## config.mk

```make
export PLATFORM = sky130hd
export DESIGN_NAME = mcu_ncu_ds_rcv_flat
export DESIGN_NICKNAME = d
export VERILOG_FILES = /design/src/rtl/mcu_ncu_ds_rcv_if.sv /design/src/rtl/mcu_ncu_ds_rcv.sv /design/src/flat_wrapper.sv
export SDC_FILE = /design/constraint.sdc
export NUM_CORES = 1
export LEC_CHECK = 0
export ABC_AREA = 1
export BUFFER_PORTS_ARGS = -buffer_cell sky130_fd_sc_hd__buf_2
export CAP_MARGIN = 5
export CORE_MARGIN = 5
export CORE_UTILIZATION = 29
export CTS_CLUSTER_SIZE = 25
export DETAILED_ROUTE_END_ITERATION = 7
export PLACE_DENSITY = 0.52
export SYNTH_ARGS = -nofsm -noshare
export SYNTH_HDL_FRONTEND = slang
export SYNTH_SLANG_ARGS = --single-unit
```

## constraint.sdc

```tcl
create_clock -name iol2clk -period 10 [get_ports iol2clk]
set_input_delay 2.5 -clock iol2clk [delete_from_list [all_inputs] [get_ports iol2clk]]
set_output_delay 2.5 -clock iol2clk [all_outputs]
set_load 0.01 [all_outputs]
```

## src/rtl/mcu_ncu_ds_rcv_if.sv

```systemverilog
// NCU-to-MCU downstream nibble bus plus the MCU-side packet handshake.
// master: NCU/consumer side, slave: the receiver.
interface mcu_ncu_ds_rcv_if #(
  parameter int unsigned NIB_W    = 4,
  parameter int unsigned PKT_NIBS = 32
);
  logic                      ncu_mcu_vld;
  logic [NIB_W-1:0]          ncu_mcu_data;
  logic                      mcu_ncu_stall;
  logic                      pkt_vld;
  logic [NIB_W*PKT_NIBS-1:0] pkt_data;
  logic                      pkt_rdy;
  logic                      frm_err;
  logic                      ovf_err;

  modport master (
    output ncu_mcu_vld, ncu_mcu_data, pkt_rdy,
    input  mcu_ncu_stall, pkt_vld, pkt_data, frm_err, ovf_err
  );

  modport slave (
    input  ncu_mcu_vld, ncu_mcu_data, pkt_rdy,
    output mcu_ncu_stall, pkt_vld, pkt_data, frm_err, ovf_err
  );
endinterface

```

## src/rtl/mcu_ncu_ds_rcv.sv

```systemverilog
// MCU-side receiver for the NCU downstream nibble bus: assembles nibbles
// (LSB nibble first) into packets, buffers them in a small FIFO and
// presents them over a valid/ready handshake with registered backpressure.
module mcu_ncu_ds_rcv #(
  parameter int unsigned NIB_W     = 4,
  parameter int unsigned PKT_NIBS  = 32,
  parameter int unsigned BUF_DEPTH = 2
) (
  input logic               iol2clk,
  input logic               rst_l,
  mcu_ncu_ds_rcv_if.slave   bus
);

  localparam int unsigned PKT_W  = NIB_W * PKT_NIBS;
  localparam int unsigned NCNT_W = $clog2(PKT_NIBS);
  localparam int unsigned PTR_W  = $clog2(BUF_DEPTH);
  localparam int unsigned CNT_W  = $clog2(BUF_DEPTH + 1);

  localparam logic [NCNT_W-1:0] LAST_NIB = NCNT_W'(PKT_NIBS - 1);
  localparam logic [CNT_W-1:0]  FULL_CNT = CNT_W'(BUF_DEPTH);

  typedef enum logic [1:0] {
    IDLE = 2'd0,
    RCV  = 2'd1,
    DROP = 2'd2
  } state_t;

  state_t             state_q, state_d;
  logic [NCNT_W-1:0]  nib_q, nib_d;
  logic [PKT_W-1:0]   asm_q, asm_d, asm_ins;
  logic               wr_en;
  logic               pop;
  logic               full;
  logic               frm_d, frm_q;
  logic               ovf_set, ovf_q;
  logic               stall_d, stall_q;
  logic [CNT_W-1:0]   count_q, count_d;
  logic [CNT_W:0]     occ;
  logic [PTR_W-1:0]   wr_ptr_q, rd_ptr_q;
  logic [PKT_W-1:0]   mem [BUF_DEPTH];

  assign full = (count_q == FULL_CNT);
  assign pop  = (count_q != '0) && bus.pkt_rdy;

  // Assembly register with the current nibble dropped into slot nib_q.
  always_comb begin
    asm_ins = asm_q;
    for (int unsigned i = 0; i < PKT_NIBS; i++) begin
      if (nib_q == NCNT_W'(i)) asm_ins[i*NIB_W +: NIB_W] = bus.ncu_mcu_data;
    end
  end

  // Framing FSM: next state, nibble counter, packet write and error strobes.
  always_comb begin
    state_d = state_q;
    nib_d   = nib_q;
    asm_d   = asm_q;
    wr_en   = 1'b0;
    frm_d   = 1'b0;
    ovf_set = 1'b0;
    unique case (state_q)
      IDLE: begin
        if (bus.ncu_mcu_vld) begin
          nib_d = NCNT_W'(1);
          if (!full) begin
            asm_d   = asm_ins;
            state_d = RCV;
          end else begin
            ovf_set = 1'b1;
            state_d = DROP;
          end
        end
      end
      RCV: begin
        if (bus.ncu_mcu_vld) begin
          asm_d = asm_ins;
          if (nib_q == LAST_NIB) begin
            wr_en   = 1'b1;
            nib_d   = '0;
            state_d = IDLE;
          end else begin
            nib_d = nib_q + NCNT_W'(1);
          end
        end else begin
          frm_d   = 1'b1;
          nib_d   = '0;
          state_d = IDLE;
        end
      end
      DROP: begin
        if (bus.ncu_mcu_vld) begin
          if (nib_q == LAST_NIB) begin
            nib_d   = '0;
            state_d = IDLE;
          end else begin
            nib_d = nib_q + NCNT_W'(1);
          end
        end else begin
          frm_d   = 1'b1;
          nib_d   = '0;
          state_d = IDLE;
        end
      end
      default: begin
        nib_d   = '0;
        state_d = IDLE;
      end
    endcase
  end

  // FIFO occupancy and stall: a slot being filled counts as occupied.
  always_comb begin
    count_d = count_q;
    unique case ({wr_en, pop})
      2'b10:   count_d = count_q + CNT_W'(1);
      2'b01:   count_d = count_q - CNT_W'(1);
      default: count_d = count_q;
    endcase
    occ     = {1'b0, count_d} + {{CNT_W{1'b0}}, (state_d == RCV)};
    stall_d = (occ >= {1'b0, FULL_CNT});
  end

  // Control state, pointers and registered outputs.
  always_ff @(posedge iol2clk or negedge rst_l) begin
    if (!rst_l) begin
      state_q  <= IDLE;
      nib_q    <= '0;
      asm_q    <= '0;
      count_q  <= '0;
      wr_ptr_q <= '0;
      rd_ptr_q <= '0;
      stall_q  <= 1'b0;
      frm_q    <= 1'b0;
      ovf_q    <= 1'b0;
    end else begin
      state_q <= state_d;
      nib_q   <= nib_d;
      asm_q   <= asm_d;
      count_q <= count_d;
      if (wr_en) wr_ptr_q <= wr_ptr_q + PTR_W'(1);
      if (pop)   rd_ptr_q <= rd_ptr_q + PTR_W'(1);
      stall_q <= stall_d;
      frm_q   <= frm_d;
      ovf_q   <= ovf_q | ovf_set;
    end
  end

  // Packet storage; contents are don't-care until written.
  always_ff @(posedge iol2clk) begin
    if (wr_en) mem[wr_ptr_q] <= asm_d;
  end

  assign bus.mcu_ncu_stall = stall_q;
  assign bus.pkt_vld       = (count_q != '0);
  assign bus.pkt_data      = mem[rd_ptr_q];
  assign bus.frm_err       = frm_q;
  assign bus.ovf_err       = ovf_q;

endmodule
```

## src/flat_wrapper.sv

```systemverilog
// flat-port wrapper written by rule: the top's interface ports become plain ports
module mcu_ncu_ds_rcv_flat 
#(
  parameter int unsigned NIB_W     = 4,
  parameter int unsigned PKT_NIBS  = 32,
  parameter int unsigned BUF_DEPTH = 2
)
  (iol2clk, rst_l, bus_ncu_mcu_vld, bus_ncu_mcu_data, bus_pkt_rdy, bus_mcu_ncu_stall, bus_pkt_vld, bus_pkt_data, bus_frm_err, bus_ovf_err);
  mcu_ncu_ds_rcv_if #(.NIB_W(NIB_W), .PKT_NIBS(PKT_NIBS)) bus_i ();
  input logic iol2clk;
  input logic rst_l;
  input wire logic [$bits(bus_i.ncu_mcu_vld)-1:0] bus_ncu_mcu_vld;
  input wire logic [$bits(bus_i.ncu_mcu_data)-1:0] bus_ncu_mcu_data;
  input wire logic [$bits(bus_i.pkt_rdy)-1:0] bus_pkt_rdy;
  output wire logic [$bits(bus_i.mcu_ncu_stall)-1:0] bus_mcu_ncu_stall;
  output wire logic [$bits(bus_i.pkt_vld)-1:0] bus_pkt_vld;
  output wire logic [$bits(bus_i.pkt_data)-1:0] bus_pkt_data;
  output wire logic [$bits(bus_i.frm_err)-1:0] bus_frm_err;
  output wire logic [$bits(bus_i.ovf_err)-1:0] bus_ovf_err;
  assign bus_i.ncu_mcu_vld = bus_ncu_mcu_vld;
  assign bus_i.ncu_mcu_data = bus_ncu_mcu_data;
  assign bus_i.pkt_rdy = bus_pkt_rdy;
  assign bus_mcu_ncu_stall = bus_i.mcu_ncu_stall;
  assign bus_pkt_vld = bus_i.pkt_vld;
  assign bus_pkt_data = bus_i.pkt_data;
  assign bus_frm_err = bus_i.frm_err;
  assign bus_ovf_err = bus_i.ovf_err;
  mcu_ncu_ds_rcv #(.NIB_W(NIB_W), .PKT_NIBS(PKT_NIBS), .BUF_DEPTH(BUF_DEPTH)) u_core (.iol2clk(iol2clk), .rst_l(rst_l), .bus(bus_i));
endmodule
```

==> flow_metrics.env, run 1 <==
export IMPL_yosysUniqueCellTypes=28
export IMPL_dp_cells=2290
export IMPL_area_growth_syn_to_layout_pct=16.98
export IMPL_layout_worst_path_cycle_share_pct=57.91
export IMPL_drt_iter0_drc=646
export IMPL_final_nets=1648
export IMPL_ir_drop_uv=90.75
export IMPL_status="finished, final reports clean"
export IMPL_internal_power_w=0.002861
export IMPL_numCtsBuffers=41
export IMPL_grt_pass1_vias=10140
export IMPL_synthTopCellsByCount="745 x nand2_1, 256 x edfxtp_1, 153 x nand3_1"
export IMPL_ios=140
export IMPL_synth_top_area_cell="edfxtp_1"
export IMPL_slowest_stage="buf_4"
export IMPL_ant_nets=0
export IMPL_syn_cell_area_sq_um=15940
export IMPL_finClkSkew_ns=0.02236
export IMPL_gp_congestion=0.7578
export IMPL_coreArea_sq_um=54770
export IMPL_setup_violations=0
export IMPL_dp_final_hpwl_mm=24.73
export IMPL_rsz0062_at_grt="no"
export IMPL_required_ns=7.50
export IMPL_hold_path_class="reg -> reg"
export IMPL_ys_ff_latch=398
export IMPL_grt_pass1_wl_mm=62.26
export IMPL_clk_latency_ns=0.54
export IMPL_syn_area_per_cell_sq_um=10.55
export IMPL_die_y_microns=244.4
export IMPL_dr_total_vias=10520
export IMPL_wl_mm=40.28
export IMPL_cts_setup_buffers=0
export IMPL_grt_met1_usage_pct=18.00
export IMPL_switching_power_w=0.001017
export IMPL_grt_use_met2_pct=22.04
export IMPL_top_usage_layer="met2"
export IMPL_worstPathMaxFanout=72
export IMPL_cts_sinks=398
export IMPL_cp_end_kind="output pin"
export IMPL_via_per_inst=4.448
export IMPL_sw_frac_of_total_pct=26.21
export IMPL_rows=86
export IMPL_synthTopCellsByArea="edfxtp_1 48%, dfrtp_1 22%, nand2_1 18%"
export IMPL_cap_violations=0
export IMPL_ys_warn_count=0
export IMPL_pwr_share_comb_pct=12.7
export IMPL_cts_resized=0
export IMPL_finalSetupTns_ns=0
export IMPL_layout_cells_non_filler=2366
export IMPL_pwr_share_seq_pct=47.4
export IMPL_dieWidth_microns=244.4
export IMPL_grt_max_degree=87
export IMPL_clockBufferDepth=3
export IMPL_dieArea_sq_um=59750
export IMPL_synth_seq_area_share_pct=70.52
export IMPL_first_pass_iters=5
export IMPL_synth_fp_nets=1530
export IMPL_fin_util_pct=34.04
export IMPL_worstPathCellList="inv_4 > buf_4 > nand2_1 > nand2_1 > buf_2"
export IMPL_use_met3_pct=2.678
export IMPL_cts_tree="built"
export IMPL_worstPathArrival_ns=3.29
export IMPL_synth_most_common_cell="nand2_1"
export IMPL_power_leakage_nw=8.034
export IMPL_p_per_area_nw_per_um2=208.0
export IMPL_clockPowerShare_pct=39.9
export IMPL_tightest_slew_ns=1.031
export IMPL_antenna_found_initial=3
export IMPL_path_class="reg -> out"
export IMPL_slew_viol_final=0
export IMPL_whs_ns=0.4884
export IMPL_grt_usage_pct=13.18
export IMPL_synthFlopType="edfxtp_1"
export IMPL_max_stage_delay_ns=0.82
export IMPL_initial_core_util_pct=29.10
export IMPL_critPathLaunchType="flop"
export IMPL_drive_gt1_share_pct=13.49
export IMPL_crit_top_cell="nand2_1"
export IMPL_fmax_mhz=172.7
export IMPL_cts_hold_buffers=0
export IMPL_hold_viol_final=0
export IMPL_h_tree_depth=2
export IMPL_synthCells=1511
export IMPL_async_flop_share_pct=35.68
export IMPL_root_buffer="clkbuf_16"
export IMPL_globalRoute_totalOverflow=0
export IMPL_route_detailed_drc=0
export IMPL_port_buffers=139
export IMPL_yosysTopAreaCellShare_pct=48.23
export IMPL_relSlewSlack_pct=31.27
export IMPL_cts_reportedPaths_clkPinSlew_ns=0.06
export IMPL_min_period_ns=5.791
export IMPL_synth_edf_count=256
export IMPL_routedWlPerCell_microns=17.02
export IMPL_fillers=5450
per-stage QoR:
stage	setup slack [ns]	power (W)	instance area, sq um
3_3_place_gp	4.706	0.002354	17260
2_1_floorplan	0.8695	0.002225	15940
6_report	4.209	0.003878	18650
4_1_cts	4.153	0.003928	18640
5_1_grt	3.989	0.004066	18640
3_5_place_dp	4.583	0.002372	17260
logic make-up after synthesis:
| family | synth area share, % |
|---|---|
| XOR/XNOR | 0.1099 |
| AO/OA/AOI/OAI | 1.774 |
| AND/OR/NAND/NOR | 23.51 |
| flip-flops | 70.52 |
| adder cells (fa/ha/maj) | 0.8635 |
| buffers and inverters | 3.218 |
final cells by class:
cell class	instances	area (sq um)	area share, %
Inverter	43	163.9	0.8791
Sequential cell	398	11240	60.31
Tap cell	704	880.8	4.724
Multi-Input combinational cell	998	4213	22.59
Antenna cell	1	2.502	0.01342
Clock buffer	60	1169	6.268
Clock inverter	15	210.2	1.127
Timing Repair Buffer	147	762.0	4.087
registers in the layout, summed over array words and instances, names as in the netlist:
register	count
u_core.asm_q	128
u_core.bus.frm_err	1
u_core.bus.mcu_ncu_stall	1
u_core.bus.ovf_err	1
u_core.count_q	2
u_core.mem	256
u_core.nib_q	5
u_core.rd_ptr_q	1
u_core.state_q	2
u_core.wr_ptr_q	1
worst max-delay path: cells and delay by family, from the launching register on:
family                 cells  cell delay [ns]
buffers and inverters      3             1.61
and+or+nand+nor            2             0.28
DFF                        1             0.74
final timing paths:
path                             startpoint                end  slack (ns)  depth (start not counted)
max                         u_core.rd_ptr_q  bus_pkt_data[115]        4.21                          5
max in group asynchronous             rst_l    u_core.rd_ptr_q        6.57                          2
min reg2reg                u_core.asm_q[51]   u_core.asm_q[51]        0.49                          2
min                        u_core.asm_q[51]   u_core.asm_q[51]        0.49                          2
max reg2reg                 u_core.nib_q[3]  u_core.mem[0][23]        6.59                          6
min in group asynchronous             rst_l   u_core.asm_q[68]        2.02                          1
layer usage:
| metal | share of wire (%) | up-vias |
|---|---|---|
| li1 | - | 5220 |
| met1 | 45 | 5052 |
| met2 | 49 | 205 |
| met3 | 5.0 | 42 |
| met4 | 1.4 | 4 |
| met5 | 0.035 | - |
power groups by stage:
stage               logic [W]  registers [W]  clock network (W)
finish               0.000494        0.00184            0.00155
global route         0.000559        0.00184            0.00167
CTS                  0.000502        0.00184            0.00159
detailed placement   0.000501        0.00187                  0
global placement     0.000485        0.00187                  0
floorplan            0.000362        0.00186                  0
cells in the final DEF, fill, tap and decap left out, types with 4 or more instances in the layout:
master / synthesis / final
nor2_2: 6 / 6
buf_2: 6 / 138
nand2_1: 745 / 743
clkinv_1: 1 / 5
clkbuf_16: 0 / 42
nor2_1: 15 / 13
edfxtp_1: 256 / 256
dfrtp_1: 142 / 141
clkinv_2: 0 / 4
buf_4: 17 / 8
bufinv_16: 0 / 5
nand3_1: 153 / 153
inv_2: 4 / 4
nand4_1: 13 / 13
ha_1: 11 / 10
inv_1: 38 / 37
clkbuf_1: 40 / 13
o21ai_0: 43 / 43
clkbuf_8: 0 / 5
No activity file was read; power rests on OpenSTA's default activity.
==> inputs of run 2 (changes only) <==
--- a/config.mk
+++ b/config.mk
@@ -5,14 +5,14 @@
 export SDC_FILE = /design/constraint.sdc
 export NUM_CORES = 1
 export LEC_CHECK = 0
-export ABC_AREA = 1
+export ABC_AREA = 0
 export BUFFER_PORTS_ARGS = -buffer_cell sky130_fd_sc_hd__buf_2
 export CAP_MARGIN = 5
 export CORE_MARGIN = 5
 export CORE_UTILIZATION = 29
 export CTS_CLUSTER_SIZE = 25
 export DETAILED_ROUTE_END_ITERATION = 7
-export PLACE_DENSITY = 0.52
+export PLACE_DENSITY = 0.53
 export SYNTH_ARGS = -nofsm -noshare
 export SYNTH_HDL_FRONTEND = slang
 export SYNTH_SLANG_ARGS = --single-unit
==> constraint.sdc (replaced) <==
create_clock -name iol2clk -period 4.8 [get_ports iol2clk]
set_input_delay 1.2 -clock iol2clk [delete_from_list [all_inputs] [get_ports iol2clk]]
set_output_delay 1.2 -clock iol2clk [all_outputs]
set_load 0.01 [all_outputs]
==> run 2 against run 1 <==
Net effect:
- first-iteration DRC count fell by 38%
- cell area fell by 4.3%
- register-to-register slack got worse by 4.7 ns
- final cell count fell by 27%
- synthesized cell count fell by 44%
- core utilization rose by 0.89 points
- global-route usage fell by 0.71 points
- worst setup slack got worse by 3.0 ns
- die area fell by 6.3%
- sequential share of layout area rose by 2.7 points
- flip-flop and latch count did not move
- via count fell by 25%
- largest cell class unchanged
- highest routed layer unchanged
==> flow_metrics.env, run 2 <==
export IMPL_status="finished, final reports clean"
export IMPL_ys_ff_latch=398
export IMPL_cts_setup_buffers=0
export IMPL_h_tree_depth=2
export IMPL_ios=140
export IMPL_root_buffer="clkbuf_16"
export IMPL_route_detailed_drc=0
export IMPL_cts_sinks=398
export IMPL_gp_congestion=0.7370
export IMPL_cts_hold_buffers=0
export IMPL_port_buffers=139
export IMPL_final_common_cell="edfxtp_1"
export IMPL_yosysTopAreaCellShare_pct=51.59
export IMPL_antenna_found_initial=3
export IMPL_syn_area_per_cell_sq_um=17.51
export IMPL_power_w=0.008575
export IMPL_synth_fp_nets=870
export IMPL_coreArea_sq_um=51090
export IMPL_synth_top_area_cell="edfxtp_1"
export IMPL_numCtsBuffers=43
export IMPL_regMostFlops="u_core.mem"
export IMPL_yosysUniqueCellTypes=42
export IMPL_power_leakage_nw=7.283
export IMPL_ir_drop_uv=256.7
export IMPL_worstPathCellList="buf_12 > mux2_2 > buf_2"
export IMPL_clockPowerShare_pct=38.4
export IMPL_synthTopCellsByArea="edfxtp_1 52%, dfrtp_1 24%, mux2_2 9.7%"
export IMPL_layout_worst_path_cycle_share_pct=74.80
export IMPL_async_flop_share_pct=35.68
export IMPL_switching_power_w=0.002233
export IMPL_critPathLaunchType="flop"
export IMPL_slew_viol_final=0
export IMPL_grt_pass1_vias=8101
export IMPL_finalSetupTns_ns=0
export IMPL_cp_end_kind="output pin"
export IMPL_synth_most_common_cell="edfxtp_1"
export IMPL_synthCells=851
export IMPL_worstPathMaxFanout=69
export IMPL_area_growth_syn_to_layout_pct=19.79
export IMPL_setup_violations=0
export IMPL_die_y_microns=236.7
export IMPL_globalRoute_totalOverflow=0
export IMPL_rows=83
export IMPL_diodes=0
export IMPL_cap_violations=0
export IMPL_dieWidth_microns=236.7
export IMPL_ant_nets=0
export IMPL_sw_frac_of_total_pct=26.04
export IMPL_required_ns=3.60
export IMPL_cts_reportedPaths_clkPinSlew_ns=0.06
export IMPL_drt_iter0_drc=403
export IMPL_reg_largest_list="u_core.mem (256), u_core.asm_q (128), u_core.nib_q (5)"
export IMPL_clk_latency_ns=0.55
export IMPL_wl_mm=35.52
export IMPL_relSlewSlack_pct=36.70
export IMPL_dieArea_sq_um=56020
export IMPL_final_nets=1030
export IMPL_synthFlopType="edfxtp_1"
export IMPL_final_setup_worst_slack_ns=1.210
export IMPL_routedWlPerCell_microns=20.62
export IMPL_hold_path_class="reg -> reg"
export IMPL_cts_tree="built"
export IMPL_first_pass_iters=5
export IMPL_syn_cell_area_sq_um=14900
export IMPL_layout_common_cells="256 x edfxtp_1, 141 x dfrtp_1, 138 x buf_2"
export IMPL_dp_final_hpwl_mm=22.64
export IMPL_initial_core_util_pct=29.16
export IMPL_min_period_ns=3.590
export IMPL_finClkSkew_ns=0.01288
export IMPL_pwr_share_comb_pct=15.6
export IMPL_internal_power_w=0.006342
export IMPL_rsz0062_at_grt="no"
export IMPL_synthTopCellsByCount="256 x edfxtp_1, 142 x dfrtp_1, 128 x mux2_2"
export IMPL_pwr_share_seq_pct=45.9
export IMPL_grt_max_degree=95
export IMPL_via_per_inst=4.586
export IMPL_dr_total_vias=7901
export IMPL_grt_usage_pct=12.48
export IMPL_dp_slack_ns=1.554
export IMPL_synth_edf_count=256
export IMPL_path_class="reg -> out"
export IMPL_largest_register_ffs=256
export IMPL_slowest_stage="dfrtp_4"
export IMPL_clockBufferDepth=3
export IMPL_grt_pass1_wl_mm=53.42
export IMPL_fin_area_sq_um=17850
export IMPL_fmax_mhz=278.5
export IMPL_post_dp_cell_area_sq_um=16430
export IMPL_ys_warn_count=0
export IMPL_drive_gt1_share_pct=34.42
export IMPL_tightest_slew_ns=0.9494
export IMPL_hold_viol_final=0
export IMPL_worstPathArrival_ns=2.39
export IMPL_max_stage_delay_ns=0.80
export IMPL_synth_seq_area_share_pct=75.44
export IMPL_p_per_area_nw_per_um2=480.4
export IMPL_cts_resized=0
[run 2: cell count changes after synthesis, moves of 15 or more]
cell       before  now
nand2_1       745   38
nand3_1       153   17
mux2_2          0  128
a22o_1          0   85
o2bb2ai_1       0   41
o21ai_0        43    8
clkbuf_1       40   10
inv_1          38    8
buf_2           6   23
buf_4          17    2
[run 2: metal layers]
metal	routed length (microns)	global-route usage, %	share of wire, %	vias to the layer above
met2	17260	20.27	49	160
met3	1481	2.492	4.2	55
met5	34	0	0.096	-
li1	-	-	-	3623
met4	738	3.533	2.1	4
met1	16010	17.12	45	4059
[run 2: power by group through the flow]
stage	logic (W)	registers [W]	clock network, W
after floorplan	0.000915	0.00393	0
after global routing	0.00147	0.00396	0.00357
final	0.00134	0.00394	0.00330
after CTS	0.00139	0.00394	0.00341
after global placement	0.00138	0.00401	0
after detailed placement	0.00139	0.00401	0
[run 2: worst paths after layout]
check / slack, ns / startpoint / to / cells after the start
min in group asynchronous: 0.71 / rst_l / u_core.asm_q[93] / 1
max reg2reg: 1.91 / u_core.nib_q[0] / u_core.mem[0][87] / 6
max in group asynchronous: 3.22 / rst_l / u_core.asm_q[21] / 2
min reg2reg: 0.51 / u_core.asm_q[94] / u_core.asm_q[94] / 1
min: 0.51 / u_core.asm_q[94] / u_core.asm_q[94] / 1
max: 1.21 / u_core.rd_ptr_q / bus_pkt_data[81] / 3
[run 2: critical path, delay by kind of cell (launching register included)]
family | cells | cell delay (ns)
flip-flops | 1 | 0.80
multiplexers | 1 | 0.38
buffers and inverters | 2 | 0.51
[run 2: cells by family (layout without fill, tap and decap cells)]
logic type                 after synthesis  count (layout)  share of synthesized area (%)
adders and majority gates               11              11                         0.9237
DFF                                    398             398                          75.44
AOI/OAI and AO/OA                      142             142                          8.128
muxes                                  128             128                          9.673
buffers and inverters                   46             238                          1.411
and+or+nand+nor                        121             121                          4.131
xor gates and xnor gates                 5               5                         0.2939
[run 2: cell type report]
type / instances / area [sq um]
Timing Repair Buffer: 153 / 844.6
Tap cell: 680 / 850.8
Fill cell: 4897 / 33240
Clock inverter: 22 / 244.0
Sequential cell: 398 / 11240
Clock buffer: 55 / 1171
Multi-Input combinational cell: 407 / 3465
Inverter: 8 / 30.03
[run 2: metrics by stage]
stage	cells	utilization (%)	hold WS, ns
after floorplan	851	-	0.4709
after global placement	1646	32.17	0.4882
after detailed placement	1646	32.17	0.4989
after CTS	1723	34.93	0.5152
after global routing	1723	34.93	0.5339
final	1723	34.93	0.5130
